<file path="src/rtl/tlp_wrr_scheduler.sv">
`default_nettype none
// ============================================================================
// Module   : tlp_wrr_scheduler
// Brief    : Weighted round-robin scheduler between four transaction-layer
//            input FIFOs and four output FIFOs. Each cycle it pops at most
//            one input head and pushes it into the output FIFO named by the
//            head's destination field. Output almost_full flags gate the
//            transfer combinationally.
// Options  : SCHED_STRICT_PRIO0_EN - when defined, channel 0 takes the grant
//            whenever it is eligible and keeps it while it stays eligible.
// Revision : 1.0 - initial release
// ============================================================================
module tlp_wrr_scheduler #(
  parameter int WEIGHT_W = 3
) (
  input  logic                clk,
  input  logic                reset,
  input  logic                init,
  input  logic [WEIGHT_W-1:0] weight0,
  input  logic [WEIGHT_W-1:0] weight1,
  input  logic [WEIGHT_W-1:0] weight2,
  input  logic [WEIGHT_W-1:0] weight3,
  input  logic [3:0]          empty_in,
  input  logic [1:0]          dest0,
  input  logic [1:0]          dest1,
  input  logic [1:0]          dest2,
  input  logic [1:0]          dest3,
  input  logic [3:0]          almost_full_out,
  output logic [3:0]          pop,
  output logic [3:0]          push,
  output logic [1:0]          sel,
  output logic [1:0]          state,
  output logic                idle
);

  typedef enum logic [1:0] {
    ST_CFG    = 2'd0,
    ST_INIT   = 2'd1,
    ST_ACTIVE = 2'd2
  } state_t;

  state_t              r_state;
  state_t              w_state_nxt;
  logic [1:0]          r_gnt;
  logic [1:0]          w_gnt_nxt;
  logic [WEIGHT_W-1:0] r_cnt;
  logic [WEIGHT_W-1:0] w_cnt_nxt;
  logic [WEIGHT_W-1:0] r_weight [4];
  logic [1:0]          w_dest   [4];
  logic [3:0]          w_elig;
  logic                w_xfer;
  logic                w_found;
  logic [1:0]          w_next;

  assign w_dest[0] = dest0;
  assign w_dest[1] = dest1;
  assign w_dest[2] = dest2;
  assign w_dest[3] = dest3;

  // A channel is eligible when it has data and its target output has room.
  always_comb begin
    for (int i = 0; i < 4; i++) begin
      w_elig[i] = !empty_in[i] && !almost_full_out[w_dest[i]];
    end
  end

  // First eligible channel after the grantee, searched gnt+1 .. gnt+3.
  always_comb begin
    logic [1:0] idx;
    w_found = 1'b0;
    w_next  = r_gnt;
    idx     = r_gnt;
    for (int k = 1; k < 4; k++) begin
      idx = r_gnt + 2'(k);
      if (!w_found && w_elig[idx]) begin
        w_found = 1'b1;
        w_next  = idx;
      end
    end
  end

  // Transfer gate is purely combinational so a flag change blocks it at once.
  assign w_xfer = (r_state == ST_ACTIVE) && !init && w_elig[r_gnt];

  // Pop/push steering and status outputs.
  always_comb begin
    pop  = 4'b0000;
    push = 4'b0000;
    if (w_xfer) begin
      pop[r_gnt]          = 1'b1;
      push[w_dest[r_gnt]] = 1'b1;
    end
  end

  assign sel   = r_gnt;
  assign state = r_state;
  assign idle  = (r_state != ST_ACTIVE) || (w_elig == 4'b0000);

  // Configuration FSM next-state logic; the unused encoding recovers to CFG.
  always_comb begin
    w_state_nxt = ST_CFG;
    case (r_state)
      ST_CFG:    w_state_nxt = init ? ST_INIT : ST_CFG;
      ST_INIT:   w_state_nxt = init ? ST_INIT : ST_ACTIVE;
      ST_ACTIVE: w_state_nxt = init ? ST_INIT : ST_ACTIVE;
      default:   w_state_nxt = ST_CFG;
    endcase
  end

  // Grant and burst-count update; frozen outside ACTIVE and while init blocks.
  always_comb begin
    w_gnt_nxt = r_gnt;
    w_cnt_nxt = r_cnt;
    if ((r_state == ST_ACTIVE) && !init) begin
      if (w_xfer && (r_cnt < r_weight[r_gnt])) begin
        w_cnt_nxt = r_cnt + WEIGHT_W'(1);
      end else begin
        w_cnt_nxt = '0;
        if (w_found) begin
          w_gnt_nxt = w_next;
        end
      end
`ifdef SCHED_STRICT_PRIO0_EN
      // Channel 0 overrides any burst in progress and never ends its own.
      if (w_elig[0]) begin
        w_gnt_nxt = 2'd0;
        w_cnt_nxt = '0;
      end
`endif
    end
  end

  // State, grant and counter registers.
  always_ff @(posedge clk or negedge reset) begin
    if (!reset) begin
      r_state <= ST_CFG;
      r_gnt   <= 2'd0;
      r_cnt   <= '0;
    end else begin
      r_state <= w_state_nxt;
      r_gnt   <= w_gnt_nxt;
      r_cnt   <= w_cnt_nxt;
    end
  end

  // Weights are sampled every cycle spent in INIT and held otherwise.
  always_ff @(posedge clk or negedge reset) begin
    if (!reset) begin
      for (int i = 0; i < 4; i++) begin
        r_weight[i] <= '0;
      end
    end else if (r_state == ST_INIT) begin
      r_weight[0] <= weight0;
      r_weight[1] <= weight1;
      r_weight[2] <= weight2;
      r_weight[3] <= weight3;
    end
  end

endmodule
`default_nettype wire

</file>
<file path="config.mk">
export PLATFORM = sky130hd
export DESIGN_NAME = tlp_wrr_scheduler
export DESIGN_NICKNAME = d
export VERILOG_FILES = /design/src/rtl/tlp_wrr_scheduler.sv
export SDC_FILE = /design/constraint.sdc
export NUM_CORES = 1
export LEC_CHECK = 0
export CAP_MARGIN = 10
export CORE_ASPECT_RATIO = 0.6
export CORE_MARGIN = 1
export CORE_UTILIZATION = 47
export DETAILED_ROUTE_END_ITERATION = 10
export PLACE_DENSITY_LB_ADDON = 0.15
export SLEW_MARGIN = 20
export SYNTH_ARGS = -nofsm -noshare
export SYNTH_HDL_FRONTEND = slang
export SYNTH_SLANG_ARGS = --single-unit
</file>
<file path="constraint.sdc">
create_clock -name clk -period 3.85 [get_ports clk]
set_clock_uncertainty 0.1 [all_clocks]
set_input_delay 0.9625 -clock clk [delete_from_list [all_inputs] [get_ports clk]]
set_output_delay 0.9625 -clock clk [all_outputs]
set_load 0.03 [all_outputs]
</file>
==> impl_metrics.py <==
metrics = {
    "routing": {
        "totalWireLength_microns": 3567,
        "post_drt_wl_per_cell_microns": 15.78,
        "ant_nets": 0,
        "drt_iter0_markers": 92,
        "vias": 1263,
        "via_per_inst": 5.588,
        "drc": 0,
        "drtPass1Iterations": 4,
    },
    "clock_network": {
        "cts.sinks": 19,
        "cts_tree": "yes",
        "clkTransAtPathRegs_ps": 60,
        "clockRootBuffer": "clkbuf_8",
        "clkLatencyLatePin_ps": 250,
        "cts_buffers": 3,
        "clk_path_buf_depth": 2,
        "holdBufCountCts": 0,
        "cts.htree.levels": 1,
    },
    "synth": {
        "ys_seq_area_frac": 0.3290,
        "synthArstFlopShare": 1.000,
        "synth.distinct_cells": 40,
        "ys.flop_type": "dfrtp_1",
        "ys_ff_latch": 19,
        "synth_cells": 132,
        "postSynthAreaPerCell_sq_um": 10.95,
        "ys.warnings.count": 0,
        "synth_edf_count": 0,
        "synth_nets": 174,
        "netlist_area_sq_mm": 0.001445,
    },
    "global_route": {
        "grt-ovfl-total": 0,
        "grt_pass1_vias": 1109,
        "grt_max_degree": 20,
        "grt_pass1_wl_microns": 5292,
        "antenna_found_initial": 0,
        "grt_use_total": 0.2198,
    },
    "place": {
        "post-place-ws_ps": 12.05,
        "dpl_cell_area_sq_mm": 0.001943,
        "gp_congestion": 0.8501,
        "portBuffers": 43,
        "hpwl_microns": 2699,
    },
    "worst_setup_path": {
        "cp_max_fo": 4,
        "start_kind": "primary input",
        "critPathArrivalTime_ps": 2740,
        "required_ps": 2790,
        "crit_type": "in2out",
        "worstRegToRegCells": 8,
        "worst_setup_path_end_kind": "primary output",
    },
    "outcome": {
        "run_status": "completed",
    },
    "hold_path": {
        "hold-path-cell-count": 1,
        "hp-class": "reg2reg",
    },
    "die": {
        "core_area_sq_mm": 0.002890,
        "chipHeight_microns": 44.95,
        "row_count": 15,
        "io-pin-count": 44,
        "initial_core_util": 0.5000,
        "dieArea_sq_mm": 0.003308,
        "fp.dieW_microns": 73.59,
    },
    "layout": {
        "design_area_sq_mm": 0.002077,
        "multiInputGateArea_sq_um": 985.9,
        "layout-drive-gt1-share": 0.2880,
        "num_antenna_cells": 0,
        "fin_nets": 227,
        "regArea_sq_um": 475.5,
        "area_delta_synth_final_pct": 43.72,
        "n_fill_cell": 223,
    },
    "sta": {
        "report.final.slew_viol_count": 0,
        "timing_worst_slew_pin_value_ps": 837.7,
        "whs_ps": 406.9,
        "max_freq_mhz": 262.7,
        "min_period_ps": 3806,
        "layout_setup_ws_ps": 43.64,
        "setup_violations": 0,
        "hold_viol": 0,
        "fin_crit_sh": 0.9887,
        "rsz0062_at_grt": "no",
        "slew_headroom": 0.4398,
    },
    "run": {
        "maxCapViolations": 0,
    },
    "power_and_ir_drop": {
        "vdd_drop_max_mv": 0.4936,
        "p_per_area_mw_per_mm2": 625.0,
        "power_mw": 1.298,
        "p_leak_nw": 0.9493,
    },
}
-- placed cells by master (no fill, tap or decap), types with 4 or more instances in the layout --
| cell | synthesis | layout |
|---|---|---|
| a22oi_2 | 2 | 5 |
| nor2b_1 | 6 | 5 |
| mux4_2 | 5 | 5 |
| mux2i_1 | 10 | 4 |
| clkdlybuf4s50_1 | 0 | 28 |
| mux2i_2 | 0 | 5 |
| nor2_1 | 9 | 9 |
| dlymetal6s2s_1 | 0 | 6 |
| dfrtp_1 | 19 | 19 |
| ha_1 | 11 | 11 |
| inv_1 | 8 | 8 |
| mux2_2 | 13 | 13 |
| o21ai_0 | 4 | 4 |
| buf_4 | 0 | 15 |
| and2_1 | 5 | 5 |
| nand2_1 | 6 | 6 |
-- per-stage QoR --
step	setup TNS, ps	instances	utilization
finish	0	226	0.7186
global route	0	226	0.7186
CTS	0	224	0.6944
detailed placement	0	219	0.6723
global placement	-68.07	219	0.6723
floorplan	0	132	-
-- timing repair --
item,CTS,global route
resized for setup,2,15
setup buffers,0,2
gates cloned,1,0
setup endpoints to repair,2,9
pin swaps,1,2
-- logic make-up after synthesis --
| kind of cell | synth area share |
|---|---|
| AOI/OAI and AO/OA | 0.1247 |
| xor gates and xnor gates | 0.01212 |
| adders and majority gates | 0.1022 |
| buffers and inverters | 0.02943 |
| DFF | 0.3290 |
| muxes | 0.2745 |
| and+or+nand+nor | 0.1281 |
-- critical path: stages --
cell and delay [ps]:
clkdlybuf4s50_1 540, mux2i_1 300, a22oi_2 110, a22oi_2 190
buf_4 150, o211a_1 200, and2_1 140, buf_4 150
-- cells in the mapped netlist (3+ instances only) --
cell type  count  area, sq um
mux2i_1       10        100.1
mux4_2         5        112.6
mux2_2        13        146.4
nand2_1        6        22.52
nor2_1         9        33.78
o21ai_0        4        20.02
dfrtp_1       19        475.5
ha_1          11        137.6
a21oi_1        3        15.01
a22oi_1        3        22.52
and2_1         5        31.28
nor2b_1        6        37.54
inv_1          8        30.03
-- final timing paths --
kind / slack, ps / startpoint / to
worst max-delay path: 40 / dest0[1] / pop[2]
worst min-delay path: 410 / r_weight[8] / r_weight[8]
worst max register to register: 820 / sel[0] / sel[1]
worst min register to register: 410 / r_weight[8] / r_weight[8]
max in group asynchronous: 2040 / reset / r_weight[11]
min in group asynchronous: 1090 / reset / r_weight[0]
-- report_power, final --
| group | leakage (nW) | internal, mW | switching, mW |
|---|---|---|---|
| combinational | 0.695 | 0.404 | 0.358 |
| clock | 0.0228 | 0.0734 | 0.0608 |
| sequential | 0.232 | 0.294 | 0.107 |
| total | 0.949 | 0.772 | 0.526 |
-- state kept, by name, indices dropped and copies added (netlist names) --
| register | cells |
|---|---|
| state | 2 |
| r_weight | 12 |
| r_cnt | 3 |
| sel | 2 |
-- layer usage --
layer,GRT usage,vias up,wire length [microns],share of wire
li1,-,592,-,-
met1,0.3281,625,1722,0.48
met2,0.3284,46,1598,0.45
met3,0.06473,0,246,0.069
met4,0.01923,0,0,0
met5,0,-,0,0
-- area by class of cell --
type / instances / share of cell area
Multi-Input combinational cell: 103 / 0.4747
Timing Repair Buffer: 50 / 0.2349
Sequential cell: 19 / 0.2289
Tap cell: 42 / 0.02530
Clock buffer: 4 / 0.02169
Inverter: 8 / 0.01446
Power figures use the tool's default switching activity.
